--- config.mk ---
export PLATFORM = sky130hd
export DESIGN_NAME = barrett_reduce
export DESIGN_NICKNAME = d
export VERILOG_FILES = /design/src/rtl/ntt_pkg.sv /design/src/rtl/barrett_correct.sv /design/src/rtl/barrett_reduce.sv
export SDC_FILE = /design/constraint.sdc
export NUM_CORES = 1
export LEC_CHECK = 0
export ABC_AREA = 1
export CAP_MARGIN = 0
export CORE_ASPECT_RATIO = 0.7
export CORE_UTILIZATION = 50
export DETAILED_ROUTE_END_ITERATION = 6
export PLACE_DENSITY = 0.77
export SLEW_MARGIN = 10
export SYNTH_ARGS = -nofsm -noshare
export SYNTH_HDL_FRONTEND = slang
export SYNTH_SLANG_ARGS = --single-unit
--- constraint.sdc ---
create_clock -name iClk -period 7.4 [get_ports iClk]
set_input_delay 0.74 -clock iClk [delete_from_list [all_inputs] [get_ports iClk]]
set_output_delay 0.74 -clock iClk [all_outputs]
set_load 0.05 [all_outputs]
--- src/rtl/ntt_pkg.sv ---
// Shared NTT datapath definitions: modulus, word widths, Barrett constant helper.
package ntt_pkg;

  localparam int NTT_W = 32;
  localparam logic [NTT_W-1:0] NTT_Q = 32'hFFF00001;

  typedef logic [NTT_W-1:0]   residue_t;
  typedef logic [2*NTT_W-1:0] product_t;

  // floor(2^(2w) / q) as a (w+1)-bit constant; w must not exceed NTT_W.
  function automatic logic [NTT_W:0] barrett_mu(input logic [NTT_W-1:0] q, input int unsigned w);
    logic [2*NTT_W:0] num;
    num = (2*NTT_W+1)'(1) << (2*w);
    return (NTT_W+1)'(num / {{(NTT_W+1){1'b0}}, q});
  endfunction

endpackage

--- src/rtl/barrett_correct.sv ---
// Conditional double subtract: maps r < 3Q onto [0, Q). Purely combinational,
// shared with the butterfly add/sub stage.
module barrett_correct #(
  parameter int W = 32
) (
  input  logic [W+1:0] r_i,
  input  logic [W-1:0] q_i,
  output logic [W-1:0] res_o
);

  logic [W+1:0] q1_ext;
  logic [W+1:0] q2_ext;

  assign q1_ext = {2'b00, q_i};
  assign q2_ext = {1'b0, q_i, 1'b0};

  // Pick r, r-Q or r-2Q; the result fits in W bits so only the low bits are subtracted.
  always_comb begin
    res_o = r_i[W-1:0];
    if (r_i >= q2_ext) begin
      res_o = r_i[W-1:0] - {q_i[W-2:0], 1'b0};
    end else if (r_i >= q1_ext) begin
      res_o = r_i[W-1:0] - q_i;
    end
  end

endmodule

--- src/rtl/barrett_reduce.sv ---
// Three-stage pipelined Barrett reducer: 2*wI-bit product in, residue mod Q out.
// Valid/ready on both sides; a single enable stalls the whole pipeline.
// Optional feature macro: BARRETT_RANGE_CHECK_EN (flags inputs >= Q*Q on oErr).
module barrett_reduce
  import ntt_pkg::*;
#(
  parameter int             wI = NTT_W,
  parameter int             wO = 2*wI,
  parameter logic [wI-1:0]  Q  = NTT_Q
) (
  input  logic          iClk,
  input  logic          iRst_n,
  input  logic          iValid,
  output logic          oReady,
  input  logic [wO-1:0] iX,
  output logic          oValid,
  input  logic          iReady,
  output logic [wI-1:0] oO,
  output logic          oErr
);

  localparam int QW = 2*wI+2;
  localparam logic [2*wI:0] MU_NUM = (2*wI+1)'(1) << (2*wI);
  localparam logic [wI:0]   MU     = (wI+1)'(MU_NUM / (2*wI+1)'(Q));

  logic          en;
  logic          v1_q, v2_q, v3_q;
  logic [wI:0]   q1;
  logic [QW-1:0] q2_d, q2_q;
  logic [wO-1:0] x1_q;
  logic [wI:0]   q3;
  logic [wI+1:0] x_lo;
  logic [wI+1:0] r_d, r_q;
  logic [wI-1:0] o_d, o_q;

  // Bits the quotient estimate and the truncated subtraction never look at.
  logic [wI:0]       unused_q2_lo;
  logic [wO-wI-3:0]  unused_x_hi;

  assign en     = ~v3_q | iReady;
  assign oReady = en;
  assign oValid = v3_q;
  assign oO     = o_q;

  // Stage 1: quotient pre-estimate from the top wI+1 bits of x.
  assign q1   = iX[wO-1:wI-1];
  assign q2_d = QW'(q1) * QW'(MU);

  // Stage 2: final quotient estimate and low-bit remainder (exact modulo 2^(wI+2)).
  assign q3           = q2_q[QW-1:wI+1];
  assign unused_q2_lo = q2_q[wI:0];
  assign x_lo         = x1_q[wI+1:0];
  assign unused_x_hi  = x1_q[wO-1:wI+2];
  assign r_d          = x_lo - ((wI+2)'(q3) * (wI+2)'(Q));

  // Stage 3: bring r < 3Q into [0, Q).
  barrett_correct #(
    .W (wI)
  ) u_correct (
    .r_i   (r_q),
    .q_i   (Q),
    .res_o (o_d)
  );

  // Stage valid bits; bubbles travel as v = 0 and everything holds while stalled.
  always_ff @(posedge iClk or negedge iRst_n) begin
    if (!iRst_n) begin
      v1_q <= 1'b0;
      v2_q <= 1'b0;
      v3_q <= 1'b0;
    end else if (en) begin
      v1_q <= iValid;
      v2_q <= v1_q;
      v3_q <= v2_q;
    end
  end

  // Stage 1 data: product of the quotient pre-estimate with MU, plus x itself.
  always_ff @(posedge iClk or negedge iRst_n) begin
    if (!iRst_n) begin
      q2_q <= '0;
      x1_q <= '0;
    end else if (en) begin
      q2_q <= q2_d;
      x1_q <= iX;
    end
  end

  // Stage 2 data: partial remainder r = x - q3*Q on wI+2 bits.
  always_ff @(posedge iClk or negedge iRst_n) begin
    if (!iRst_n) begin
      r_q <= '0;
    end else if (en) begin
      r_q <= r_d;
    end
  end

  // Stage 3 data: corrected residue, held stable until the consumer takes it.
  always_ff @(posedge iClk or negedge iRst_n) begin
    if (!iRst_n) begin
      o_q <= '0;
    end else if (en) begin
      o_q <= o_d;
    end
  end

`ifdef BARRETT_RANGE_CHECK_EN
  localparam logic [wO-1:0] QQ = wO'(Q) * wO'(Q);

  logic e1_q, e2_q, e3_q;

  // Out-of-range flag rides alongside the data; bubbles never carry a set flag.
  always_ff @(posedge iClk or negedge iRst_n) begin
    if (!iRst_n) begin
      e1_q <= 1'b0;
      e2_q <= 1'b0;
      e3_q <= 1'b0;
    end else if (en) begin
      e1_q <= iValid & (iX >= QQ);
      e2_q <= e1_q;
      e3_q <= e2_q;
    end
  end

  assign oErr = e3_q;
`else
  assign oErr = 1'b0;
`endif

endmodule
Word-level counts from Yosys, hierarchy flattened
Index checks and enable logic that the tools add are counted.
W data, S select, Z words.
{"block": "word_totals", "in_bits": 68, "latch_bits": 0, "mem_bits_ro": 0, "ramBits": 0, "mem_count": 0, "reg_bits": 169}
{"block": "op_classes", "eq_ne": 0, "add_sub_neg": 3, "n_div": 0, "order_cmp": 2, "shift": 0, "mux": 2, "bitwise_logic": 2, "n_reduce_logical": 0, "n_mul": 2}
{"cell": "$mul A33 B33 Y66 const B", "count": 1}
{"cell": "$mux W32", "count": 2}
{"cell": "$sub A32 B32 Y32 const B", "count": 2}
{"cell": "$ge A34 B32 Y1 const B", "count": 1}
{"cell": "$ge A34 B33 Y1 const B", "count": 1}
{"cell": "$mul A33 B32 Y34 const B", "count": 1}
{"cell": "$sub A34 B34 Y34", "count": 1}
{"cell": "$not A1 Y1", "count": 1}
{"cell": "$or A1 B1 Y1", "count": 1}

Depth between registers and ports, before layout
Gate-level depths: netlist of run 1.
{"block": "depth", "word_depth": 3, "depth_mapped": 30}

Modules after synthesis
A second synthesis of run 1 with hierarchy kept.
{"block": "hier_totals", "hier_cells": 4288, "hier_area_um2": 29712.2}
{"mod": "barrett_reduce", "area_per_inst_um2": 24194.5, "instances": 1, "seq_area_each_um2": 3403.3, "cells_per_inst": 3158}
{"mod": "barrett_correct", "area_per_inst_um2": 5517.8, "instances": 1, "seq_area_each_um2": 0.0, "cells_per_inst": 1130}

Least setup slack after synthesis of run 1
No wires, ideal clock.
{"block": "synth_path", "path_type": "register -> register", "from": "reg q2_q[33]", "to": "reg r_q[32]", "path_slack_ps": 1246, "path_stages_with_launch": 26, "n_path_buf": 0, "period_less_slack_ps": 6154, "required_ps": 7282, "setup_ps": 118, "t_arrival_ps": 6036, "cell_sequence": "dfrtp_1 > inv_1 > fa_1 > fa_1 > inv_1 > fa_1 > fa_1 > fa_1 > fa_1 > inv_1 > fa_1 > inv_1 > fa_1 > inv_1 > ha_1 > inv_1 > nor3_1 > inv_1 > nor2_1 > inv_1 > nor2_1 > nor2_1 > nand2_1 > nand2_1 > nand3_1 > nand2_1"}
{"block": "synth_via", "elab_chain_len": 2}
{"item": "from (decl)", "line_no": "barrett_reduce.sv:29", "rtl": "logic [QW-1:0] q2_d, q2_q;"}
{"item": "from (signal assigned)", "line_no": "barrett_reduce.sv:84", "rtl": "q2_q <= q2_d;"}
{"item": "$mul A33 B32 Y34", "line_no": "barrett_reduce.sv:54", "rtl": "assign r_d = x_lo - ((wI+2)'(q3) * (wI+2)'(Q));"}
{"item": "$sub A34 B34 Y34", "line_no": "barrett_reduce.sv:54"}
{"item": "to (signal assigned)", "line_no": "barrett_reduce.sv:94", "rtl": "r_q <= r_d;"}
{"item": "to (decl)", "line_no": "barrett_reduce.sv:33", "rtl": "logic [wI+1:0] r_d, r_q;"}
Every way passes these cells.
A chain may end at the register's enable or synchronous reset.

Final worst setup path of run 1
{"block": "layout_path", "from": "reg q2_q[39]", "to": "reg r_q[33]"}
Same word-level chain as after synthesis.

==> results.py, run 1 <==
metrics = {
    "worst_setup_path": {
        "crit_arrival_ns": 7.44,
        "endpoint_kind": "flop",
        "r2r_slack_ns": 0.30,
        "cp_max_fo": 4,
        "required_ns": 7.74,
        "crit_type": "flop to flop",
        "cp-start-kind": "flop",
    },
    "cts": {
        "numCtsBuffers": 17,
        "cts_root_buf": "clkbuf_16",
        "cts_tree": "done",
        "clk_pin_slew_ns": 0.07,
        "cts_sinks": 136,
        "clock_latency_ns": 0.46,
        "htreeDepth": 4,
        "ctsHoldBuffers": 0,
        "post_cts_buffers": 0,
        "clockBufferDepth": 2,
        "cts.repair.resized": 0,
    },
    "detailed_routing": {
        "wl_met2_mm": 30.3,
        "viasPerCell": 5.31,
        "num_vias": 24600,
        "totalWireLength_mm": 90.3,
        "wl_met3_mm": 15.4,
        "drcViolationCount": 0,
        "drt_first_pass_iters": 6,
        "wire_per_inst_um": 19.5,
        "drt-met1-wl_mm": 43.9,
        "antenna_left": 0,
        "maxUsedRoutingLayer": "met5",
        "drtIter0Drc": 2892,
    },
    "logic_synthesis": {
        "ys_seq_area_share_pct": 12.6,
        "yosysWarnings": 0,
        "syn-num-nets": 4561,
        "synth_edf_count": 0,
        "syn_avg_cell_area_um2": 7.17,
        "yosysUniqueCellTypes": 44,
        "syn_area_um2": 26900,
        "synth_top_area_cell": "ha_1",
        "synthFlopType": "dfrtp_1",
        "synth_top_cell_area_share_pct": 21.8,
        "yosys-top-cells-area": "ha_1, fa_1, nand2_1",
        "ys_ff_latch": 136,
        "synth_most_common_cell": "nand2_1",
        "synthCells": 3751,
        "async_flop_share_pct": 100,
        "synthTopCellsByCount": "nand2_1, inv_1, ha_1, fa_1, nor2_1",
    },
    "placed_design": {
        "place_ws_ns": 0.0512,
        "finalWeightedCongestion": 1.06,
        "io_buffers": 101,
        "dp_hpwl_mm": 77.9,
    },
    "global_route": {
        "antenna_found_initial": 5,
        "grt_max_degree": 86,
        "grt_pass1_wl_mm": 140,
        "first_global_vias": 23700,
        "grtUsageTotal_pct": 34.2,
        "overflow": 0,
    },
    "cells_and_area": {
        "drive_gt1_share_pct": 4.21,
        "area_growth_pct": 10.7,
        "num-nets-final": 4715,
    },
    "floorplan": {
        "dieWidth_um": 279,
        "die-height_um": 196,
        "start_util_pct": 51.1,
        "die_area_um2": 54800,
        "core_area_um2": 52600,
        "io_pins": 103,
        "num_rows": 70,
    },
    "status": {
        "status": "completed",
    },
    "timing": {
        "period_share_pct": 96.0,
        "setup_viol": 0,
        "slew_headroom_pct": 27.8,
        "hold_viol_final": 0,
        "rsz0062_at_grt": "false",
        "finalClockSkew_ns": 0.0143,
        "fmax_mhz": 141,
        "slew_violations": 0,
        "setup_slack_ns": 0.295,
        "period_needed_ns": 7.10,
        "tightest_slew_ns": 1.08,
    },
    "worst_hold_path": {
        "hold_class": "input port to asynchronous set/reset pin",
    },
    "run": {
        "drv_cap": 0,
    },
}
[worst max-delay path: stages (launching register included)]
cell and delay, ns:
dfrtp_1 0.48, inv_1 0.19, fa_1 0.61, inv_1 0.12, fa_1 0.56, fa_1 0.46, fa_1 0.53, fa_1 0.53
fa_1 0.55, inv_1 0.07, fa_1 0.53, inv_1 0.06, fa_1 0.53, inv_1 0.05, ha_1 0.37, inv_1 0.16
o21bai_1 0.12, nand2_1 0.07, nand2_1 0.05, a21oi_1 0.21, nand2_1 0.08, a21oi_1 0.35, nand3_1 0.14, nand3_1 0.10
nand2_1 0.06
[metrics by stage]
step	cell area [um2]	utilization [%]	hold slack (ns)	setup TNS, ns	std cells
floorplan	26900	-	0.420	0	3751
global placement	29200	55.5	0.437	-0.00375	4606
detailed placement	29200	55.5	0.451	0	4606
CTS	29800	56.6	0.337	0	4638
global route	29800	56.6	0.353	0	4638
finish	29800	56.6	0.269	0	4640
[registers in the layout, summed over array words and instances, names as in the netlist]
signal and cells:
q2_q 34, oValid 1, v1_q 1, oO 32
v2_q 1, x1_q 33, r_q 34
[cell type report]
class	count	area (um2)
fill	5014	22900
antenna	2	5.00
sequential	136	3400
multi-input combinational	2679	19900
timing repair buffer	191	1700
tap	720	901
clock inverter	15	136
inverter	880	3310
clock buffer	17	425
[cells in the final DEF (no fill, tap or decap), drive strengths merged, types with 9 or more instances in the layout]
cell,n
a21oi,102
buf,91
clkbuf,17
clkdlybuf4s50,100
dfrtp,136
fa,274
ha,468
inv,888
nand2,1060
nand3,188
nand4,69
nor2,261
nor3,22
o21ai,126
o21bai,9
or2,13
xor2,44
[final timing paths]
check,cells after the start,end,from
min in group iClk,2,oValid$_DFFE_PN0P_,v2_q$_DFFE_PN0P_
worst min-delay path,1,oO[29]$_DFFE_PN0P_,iRst_n
max in group asynchronous,2,q2_q[49]$_DFFE_PN0P_,iRst_n
worst min register to register,2,oValid$_DFFE_PN0P_,v2_q$_DFFE_PN0P_
worst max-delay path,24,r_q[33]$_DFFE_PN0P_,q2_q[39]$_DFFE_PN0P_
worst max register to register,24,r_q[33]$_DFFE_PN0P_,q2_q[39]$_DFFE_PN0P_
[cells by family (layout without fill, tap and decap cells)]
logic type	after synthesis	count (layout)	synth area share, %
AOI/OAI and AO/OA	255	255	4.97
buffers and inverters	936	1103	13.4
and+or+nand+nor	1629	1629	25.1
other	1	3	0.0139
xor gates and xnor gates	52	52	1.69
adders and majority gates	742	742	42.2
DFF	136	136	12.6
[per-layer routing]
layer | track usage, % | vias to the layer above
met3 | 20.1 | 61
met2 | 40.4 | 1198
met1 | 52.7 | 11600
li1 | - | 11800
met5 | 0 | -
met4 | 3.17 | 8
Power of run 1 is not shown: default switching activity piles up to over one toggle a cycle in this logic, so the estimate is an artifact.
==> run 2: changes to the inputs <==
--- a/config.mk
+++ b/config.mk
@@ -8,9 +8,9 @@
 export ABC_AREA = 1
 export CAP_MARGIN = 0
 export CORE_ASPECT_RATIO = 0.7
-export CORE_UTILIZATION = 50
+export CORE_UTILIZATION = 60
 export DETAILED_ROUTE_END_ITERATION = 6
-export PLACE_DENSITY = 0.77
+export PLACE_DENSITY = 0.89
 export SLEW_MARGIN = 10
 export SYNTH_ARGS = -nofsm -noshare
 export SYNTH_HDL_FRONTEND = slang
==> constraint.sdc (replaced) <==
create_clock -name iClk -period 6.95 [get_ports iClk]
set_input_delay 0.695 -clock iClk [delete_from_list [all_inputs] [get_ports iClk]]
set_output_delay 0.695 -clock iClk [all_outputs]
set_load 0.05 [all_outputs]
==> results.py, run 2 (synthesis gave the netlist of run 1 again) <==
metrics = {
    "cts": {
        "clk_pin_slew_ns": 0.07,
        "numCtsBuffers": 17,
        "clockBufferDepth": 2,
        "cts_tree": "done",
        "htreeDepth": 4,
        "clock_latency_ns": 0.47,
        "cts_sinks": 136,
        "ctsHoldBuffers": 0,
        "cts_root_buf": "clkbuf_16",
    },
    "cells_and_area": {
        "area_growth_pct": 14.8,
        "num-nets-final": 4852,
        "drive_gt1_share_pct": 9.08,
        "postLayoutCellArea_um2": 30900,
        "mostFrequentLayoutCell": "nand2_1",
        "final_cell_mix": "nand2_1, inv_1, ha_1",
        "top_regs": "q2_q: 34 flops, r_q: 34 flops, x1_q: 33 flops",
    },
    "detailed_routing": {
        "drtIter0Drc": 3520,
        "drt_first_pass_iters": 6,
        "wire_per_inst_um": 21.1,
        "drcViolationCount": 0,
        "viasPerCell": 5.67,
        "totalWireLength_mm": 98.1,
        "num_vias": 26400,
        "antenna_left": 0,
    },
    "worst_setup_path": {
        "cp-start-kind": "flop",
        "rr_worst_depth": 23,
        "crit_type": "flop to flop",
        "crit_arrival_ns": 7.15,
        "required_ns": 7.31,
        "endpoint_kind": "flop",
        "cp_max_fo": 5,
    },
    "global_route": {
        "first_global_vias": 24800,
        "grt_pass1_wl_mm": 147,
        "grtUsageTotal_pct": 44.0,
        "antenna_found_initial": 5,
        "grt_max_degree": 100,
        "overflow": 0,
    },
    "placed_design": {
        "dpl_cell_area_um2": 30100,
        "io_buffers": 101,
        "dp_hpwl_mm": 82.0,
        "finalWeightedCongestion": 1.15,
    },
    "timing": {
        "rsz0062_at_grt": "true",
        "fmax_mhz": 147,
        "slew_violations": 0,
        "finalClockSkew_ns": 0.0124,
        "tightest_slew_ns": 1.05,
        "hold_viol_final": 0,
        "slew_headroom_pct": 30.2,
        "setup_viol": 0,
        "period_share_pct": 97.6,
        "period_needed_ns": 6.79,
    },
    "floorplan": {
        "core_area_um2": 44000,
        "die_area_um2": 45700,
        "die-height_um": 179,
        "start_util_pct": 61.2,
        "num_rows": 64,
        "dieWidth_um": 255,
        "io_pins": 103,
    },
    "status": {
        "status": "completed",
    },
    "worst_hold_path": {
        "hold_class": "input port to asynchronous set/reset pin",
    },
    "run": {
        "drv_cap": 0,
    },
}
run 2: changes by cell type in the layout (fill, tap and decap cells not counted), moves of 6 or more:
cell	previous run	this run
a21oi_2	0	10
inv_2	3	13
nor2_2	10	27
nand2_1	1057	1049
nand2_2	2	10
clkdlybuf4s50_1	100	94
dlymetal6s2s_1	0	6
buf_4	89	227
nor2_1	244	225
ha_1	468	462
inv_1	875	864
a21oi_1	102	92
run 2: layout make-up:
| class | instances | area, um2 |
|---|---|---|
| Antenna cell | 2 | 5.00 |
| Clock buffer | 17 | 425 |
| Clock inverter | 15 | 179 |
| Fill cell | 3579 | 13100 |
| Inverter | 880 | 3310 |
| Multi-Input combinational cell | 2679 | 20100 |
| Sequential cell | 136 | 3410 |
| Tap cell | 594 | 743 |
| Timing Repair Buffer | 328 | 2730 |
run 2: final timing paths:
path                                 startpoint              endpoint  slack [ns]
setup / recovery           q2_q[36]$_DFFE_PN0P_   r_q[33]$_DFFE_PN0P_        0.16
hold / removal                           iRst_n    oO[30]$_DFFE_PN0P_        0.24
setup reg to reg           q2_q[36]$_DFFE_PN0P_   r_q[33]$_DFFE_PN0P_        0.16
hold reg to reg                v2_q$_DFFE_PN0P_    oValid$_DFFE_PN0P_        0.45
max in group asynchronous                iRst_n  q2_q[57]$_DFFE_PN0P_        5.48
min in group iClk              v2_q$_DFFE_PN0P_    oValid$_DFFE_PN0P_        0.45
run 2: what timing repair did:
action                                  in CTS  in global routing
buffers inserted                             0                  1
cloned                                       0                  0
endpoints found under the setup margin       3                 35
gates resized for setup                      3                 77
pin swaps                                    0                  4
hold endpoints to repair                     0                  0
run 2: metrics by stage:
| stage | setup TNS, ns | setup WS (ns) | std cells | hold WS, ns | utilization, % |
|---|---|---|---|---|---|
| after floorplan | 0 | 0.796 | 3751 | 0.399 | - |
| after global placement | -5.81 | -0.419 | 4616 | 0.436 | 68.4 |
| after detailed placement | -8.29 | -0.499 | 4616 | 0.440 | 68.4 |
| after CTS | 0 | 0.0116 | 4648 | 0.338 | 69.8 |
| after global routing | -0.250 | -0.0332 | 4649 | 0.360 | 70.2 |
| final | 0 | 0.164 | 4651 | 0.242 | 70.3 |
run 2: layer usage:
metal / global-route usage [%] / part of all wire (%) / vias to the layer above
met5: 0 / 0.032 / -
met4: 7.88 / 1.6 / 6
met3: 21.4 / 18 / 136
met2: 53.8 / 35 / 1692
met1: 67.6 / 45 / 12400
li1: - / - / 12100
run 2: critical path: stages (launching register included):
cell,delay [ns]
dfrtp_2,0.50
inv_2,0.14
fa_2,0.51
inv_1,0.13
ha_1,0.28
inv_1,0.12
fa_1,0.54
fa_1,0.44
fa_1,0.58
inv_1,0.07
fa_1,0.47
fa_1,0.50
fa_1,0.54
inv_1,0.05
ha_1,0.41
a21oi_1,0.25
o21ai_0,0.24
a21oi_2,0.23
nand2_1,0.09
a21oi_2,0.19
buf_4,0.16
nand3_1,0.08
nand3_1,0.09
nand2_1,0.06
Power of run 2 is left out for the same reason.
